===== src/rtl/serial_adder.sv =====
// -----------------------------------------------------------------------------
// serial_adder
//   Multi-cycle adder: adds two WIDTH-bit operands DIGIT bits per clock,
//   LSB slice first, through a ripple of full-adder cells. One operation
//   takes N = WIDTH/DIGIT ADD cycles plus one DONE cycle.
//
//   Optional feature: define SERIAL_ADDER_SUB_EN to add the "sub" port.
//   With sub=1 the block computes a + ~b + 1 and ignores cin. cout=1 then
//   means "no borrow".
//
// Parameters
//   WIDTH  operand/result width (>= 2)
//   DIGIT  bits added per clock; WIDTH must be a multiple of DIGIT
//
// Ports
//   clk    rising-edge clock
//   rst_n  asynchronous active-low reset
//   start  begin one addition (accepted in IDLE or DONE)
//   a, b   operands, captured on an accepted start
//   cin    carry-in, captured on an accepted start
//   sub    (SERIAL_ADDER_SUB_EN only) subtract select, captured with start
//   busy   high while the ADD state is active
//   done   one-cycle pulse when sum/cout have just been updated
//   sum    registered result, held between operations
//   cout   registered carry-out of the MSB
// -----------------------------------------------------------------------------
module serial_adder #(
    parameter int WIDTH = 8,
    parameter int DIGIT = 1
) (
    input  logic             clk,
    input  logic             rst_n,
    input  logic             start,
    input  logic [WIDTH-1:0] a,
    input  logic [WIDTH-1:0] b,
    input  logic             cin,
`ifdef SERIAL_ADDER_SUB_EN
    input  logic             sub,
`endif
    output logic             busy,
    output logic             done,
    output logic [WIDTH-1:0] sum,
    output logic             cout
);

    localparam int N  = WIDTH / DIGIT;
    // Wide enough to hold N itself, so the counter never wraps mid-operation.
    localparam int CW = $clog2(N + 1);

    typedef enum logic [1:0] {
        IDLE = 2'd0,
        ADD  = 2'd1,
        DONE = 2'd2
    } state_t;

    state_t           state_q, state_d;
    logic [WIDTH-1:0] a_q, a_d;
    logic [WIDTH-1:0] b_q, b_d;
    logic [WIDTH-1:0] acc_q, acc_d;
    logic [WIDTH-1:0] sum_q, sum_d;
    logic [CW-1:0]    cnt_q, cnt_d;
    logic             carry_q, carry_d;
    logic             cout_q, cout_d;
    logic             busy_q, busy_d;
    logic             done_q, done_d;

    logic [DIGIT:0]   step_s;
    logic [WIDTH-1:0] slice_ext_s;
    logic [WIDTH-1:0] b_in_s;
    logic             cin_in_s;

    // Ripple of full-adder cells over one DIGIT-bit slice; returns {carry, sum}.
    function automatic logic [DIGIT:0] digit_add(
        input logic [DIGIT-1:0] x,
        input logic [DIGIT-1:0] y,
        input logic             c_in
    );
        logic             c;
        logic [DIGIT-1:0] s;
        c = c_in;
        s = {DIGIT{1'b0}};
        for (int i = 0; i < DIGIT; i++) begin
            s[i] = x[i] ^ y[i] ^ c;
            c    = (x[i] & y[i]) | (c & (x[i] ^ y[i]));
        end
        return {c, s};
    endfunction

    // Operand B / carry-in as seen by the datapath (subtract inverts B, forces +1).
    always_comb begin
        b_in_s   = b;
        cin_in_s = cin;
`ifdef SERIAL_ADDER_SUB_EN
        if (sub) begin
            b_in_s   = ~b;
            cin_in_s = 1'b1;
        end else begin
            b_in_s   = b;
            cin_in_s = cin;
        end
`endif
    end

    // Next-state, datapath and registered-output logic.
    always_comb begin
        state_d = state_q;
        a_d     = a_q;
        b_d     = b_q;
        acc_d   = acc_q;
        sum_d   = sum_q;
        cnt_d   = cnt_q;
        carry_d = carry_q;
        cout_d  = cout_q;

        step_s                    = digit_add(a_q[DIGIT-1:0], b_q[DIGIT-1:0], carry_q);
        slice_ext_s               = {WIDTH{1'b0}};
        slice_ext_s[DIGIT-1:0]    = step_s[DIGIT-1:0];

        case (state_q)
            IDLE, DONE: begin
                if (start) begin
                    a_d     = a;
                    b_d     = b_in_s;
                    carry_d = cin_in_s;
                    acc_d   = {WIDTH{1'b0}};
                    cnt_d   = {CW{1'b0}};
                    state_d = ADD;
                end else begin
                    state_d = IDLE;
                end
            end
            ADD: begin
                // Operands shift down so the next slice is always at the LSBs;
                // results enter at the top so the first slice ends at the bottom.
                a_d     = a_q >> DIGIT;
                b_d     = b_q >> DIGIT;
                acc_d   = (acc_q >> DIGIT) | (slice_ext_s << (WIDTH - DIGIT));
                carry_d = step_s[DIGIT];
                cnt_d   = cnt_q + CW'(1);
                if (cnt_q == CW'(N - 1)) begin
                    state_d = DONE;
                    sum_d   = acc_d;
                    cout_d  = step_s[DIGIT];
                end else begin
                    state_d = ADD;
                end
            end
            default: begin
                state_d = IDLE;
            end
        endcase

        busy_d = (state_d == ADD);
        done_d = (state_d == DONE);
    end

    // State, datapath and output registers with asynchronous clear.
    always_ff @(posedge clk or negedge rst_n) begin
        if (!rst_n) begin
            state_q <= IDLE;
            a_q     <= {WIDTH{1'b0}};
            b_q     <= {WIDTH{1'b0}};
            acc_q   <= {WIDTH{1'b0}};
            sum_q   <= {WIDTH{1'b0}};
            cnt_q   <= {CW{1'b0}};
            carry_q <= 1'b0;
            cout_q  <= 1'b0;
            busy_q  <= 1'b0;
            done_q  <= 1'b0;
        end else begin
            state_q <= state_d;
            a_q     <= a_d;
            b_q     <= b_d;
            acc_q   <= acc_d;
            sum_q   <= sum_d;
            cnt_q   <= cnt_d;
            carry_q <= carry_d;
            cout_q  <= cout_d;
            busy_q  <= busy_d;
            done_q  <= done_d;
        end
    end

    assign busy = busy_q;
    assign done = done_q;
    assign sum  = sum_q;
    assign cout = cout_q;

endmodule


===== config.mk =====
export PLATFORM = sky130hd
export DESIGN_NAME = serial_adder
export DESIGN_NICKNAME = d
export VERILOG_FILES = /design/src/rtl/serial_adder.sv
export SDC_FILE = /design/constraint.sdc
export NUM_CORES = 1
export LEC_CHECK = 0
export BUFFER_PORTS_ARGS = -buffer_cell sky130_fd_sc_hd__buf_2
export CORE_UTILIZATION = 54
export DETAILED_ROUTE_END_ITERATION = 7
export PLACE_DENSITY = 0.8
export SLEW_MARGIN = 30
export SYNTH_ARGS = -nofsm -noshare
export SYNTH_HDL_FRONTEND = slang
export SYNTH_SLANG_ARGS = --single-unit

===== constraint.sdc =====
create_clock -name clk -period 1.85 [get_ports clk]
set_input_delay 0.2775 -clock clk [delete_from_list [all_inputs] [get_ports clk]]
set_output_delay 0.2775 -clock clk [all_outputs]
set_load 0.005 [all_outputs]

==> results.py <==
metrics = {
    "floorplan": {
        "start_util": 0.5887,
        "core_area_um2": 2829,
        "rows": 19,
        "die_h_um": 57.54,
        "dieArea_um2": 3310,
        "ios": 31,
        "fp.dieW_um": 57.54,
    },
    "clock_network": {
        "clkLatencyLatePin_ns": 0.35,
        "cts-resized-gates": 0,
        "root_buffer": "clkbuf_4",
        "clock-sinks": 41,
        "clkTransAtPathRegs_ns": 0.12,
        "cts_tree": "built",
        "cts-buffers-inserted": 5,
        "cts_max_level": 2,
        "clock_path_buffers": 2,
    },
    "yosys": {
        "ys_seq_elements": 41,
        "async_flop_share": 1.000,
        "synth_area_um2": 1665,
        "synth_ff_type": "dfrtp_1",
        "synthCells": 117,
        "avgSynthCellArea_um2": 14.23,
        "synth_nets": 139,
        "seq_area_frac_synth": 0.6161,
        "synth_edf_count": 0,
        "synth_warnings": 0,
        "yosys.cell_types.count": 19,
    },
    "place": {
        "dp_slack_ns": 0.2378,
        "gp_congestion": 0.6864,
        "io_buffers": 30,
        "hpwl_um": 1907,
    },
    "setup_path": {
        "cp_data_required_time_ns": 2.09,
        "critPathKind": "flip-flop to flip-flop",
        "cp_max_fo": 18,
        "critPathCaptureType": "flip-flop",
        "crit_path_start_kind": "flip-flop",
        "reg2reg_depth": 4,
        "r2r_slack_ns": 0.22,
        "crit_arrival_ns": 1.87,
        "reg2reg_from": "state_q[1]",
        "reg2reg_to": "sum[7]",
    },
    "pwr": {
        "totalPowerFinal_uw": 3319,
        "power_leakage_uw": 0.001063,
        "ir_drop_mv": 0.9070,
        "p_per_area_nw_per_um2": 1711,
    },
    "route": {
        "drtIter0Drc": 34,
        "antenna_left": 0,
        "num_vias": 1071,
        "dr.pass1.iters": 5,
        "drc": 7,
        "post_drt_wl_per_cell_um": 15.67,
        "viasPerCell": 5.821,
        "routed_wl_um": 2883,
    },
    "sta": {
        "fmax_ghz": 0.6142,
        "fin_crit_ns": 1.628,
        "postLayoutSetupSlackWorst_ns": 0.2219,
        "whs_ns": 0.1511,
        "drv_slew": 0,
        "period_share": 0.8801,
        "clock_skew_ns": 0.01044,
        "rsz0062_at_grt": "false",
        "finalSetupViolations": 0,
        "slew-limit-headroom": 0.6083,
        "worst_slew_pin_slew_ns": 0.5875,
        "fin_setup_tns_ns": 0,
        "finalHoldViolations": 0,
    },
    "global_routing": {
        "grt_max_degree": 29,
        "grt.overflow.total": 0,
        "antenna_found_initial": 0,
        "grt_usage": 0.2034,
        "grt_pass1_wl_um": 4857,
        "first_global_vias": 1141,
    },
    "min_path": {
        "min_to": "a_q[7]",
        "hp-class": "input port to flip-flop",
        "hold_path_depth": 2,
        "min_from": "a[7]",
    },
    "outcome": {
        "status": "finished with violations",
        "violations": "DRC",
    },
    "finish": {
        "n_antenna_cell": 0,
        "nets": 174,
        "n_fill_cell": 215,
        "syn_to_final_growth_pct": 16.45,
        "drive_above_1_share": 0.3007,
    },
    "job": {
        "max_cap_viol_count": 0,
    },
}
cell type report:
cell class	instances	area [um2]	area share
Multi-Input combinational cell	68	591.8	0.3052
Timing Repair Buffer	36	197.7	0.1019
Sequential cell	41	1026	0.5290
Tap cell	31	38.79	0.02000
Clock inverter	1	30.03	0.01548
Clock buffer	7	55.05	0.02839
state kept, by name (all words and copies together), names as in the netlist, 2 cells and up:
signal and cells:
a_q 8, acc_q 7, sum 8, cnt_q 4, b_q 8, state_q 2
per-layer routing:
metal,up-vias,wire (um),global-route usage
met5,-,0,0
met2,27,1443,0.3571
li1,508,-,-
met4,0,68,0.1045
met3,8,112,0.04762
met1,528,1258,0.2303
cells by family after synthesis:
logic type      after synthesis  synth area share
mux                          12           0.07964
flops                        41            0.6161
fa+ha+maj                     2           0.01953
compound gates               42            0.2074
buf+inv                       8           0.02855
simple gates                 12           0.04884
timing repair:
item	in CTS	in global routing
hold buffers	1	0
buffers inserted	0	0
endpoints found under the hold margin	26	0
per-stage QoR:
| step | std cells | util | cell area [um2] |
|---|---|---|---|
| finish | 184 | 0.6855 | 1939 |
| global route | 184 | 0.6855 | 1939 |
| CTS | 184 | 0.6855 | 1939 |
| detailed placement | 175 | 0.6519 | 1844 |
| global placement | 175 | 0.6519 | 1844 |
| floorplan | 117 | - | 1665 |
placed cells by master (no fill, tap or decap):
cell type / instances
buf_4: 5
a21o_1: 15
nor3b_1: 1
bufinv_16: 1
nand2_1: 4
o21ai_0: 1
and2b_4: 1
nor2b_1: 2
a22o_1: 26
dfrtp_1: 41
clkbuf_8: 1
mux2i_1: 2
nor2_4: 1
buf_2: 30
fa_1: 1
dlygate4sd3_1: 1
mux2_1: 9
ha_1: 1
clkbuf_1: 1
nor3b_2: 1
nand4_1: 1
nand2b_1: 1
clkbuf_4: 5
mux2_2: 1
power breakdown:
| part | internal, uW | leakage [uW] | switching [uW] | total [uW] |
|---|---|---|---|---|
| Sequential | 1280 | 0.000523 | 234 | 1510 |
| Combinational | 651 | 0.000495 | 555 | 1210 |
| Clock | 323 | 0.0000455 | 277 | 600 |
worst max path at each step:
stage | end | start
floorplan | cout | cnt_q[0]
global placement | sum[0] | state_q[1]
detailed placement | sum[7] | state_q[1]
CTS | sum[7] | state_q[1]
global route | sum[7] | state_q[1]
finish | sum[7] | state_q[1]
cell usage after synthesis (2+ instances only):
cell     number  area share
a21o_1       15       0.068
a22o_1       26        0.14
buf_2         5       0.015
buf_4         3       0.014
dfrtp_1      41        0.62
mux2_1        9       0.061
mux2i_1       2       0.012
nand2_1       4      0.0090
nor2b_1       2      0.0075
worst max-delay path, cell delays in order (launching register included):
cell and delay (ns):
dfrtp_1 0.38, and2b_4 0.39, nor3b_2 0.20, buf_4 0.20, mux2_1 0.35
No activity file was read; power rests on OpenSTA's default activity.
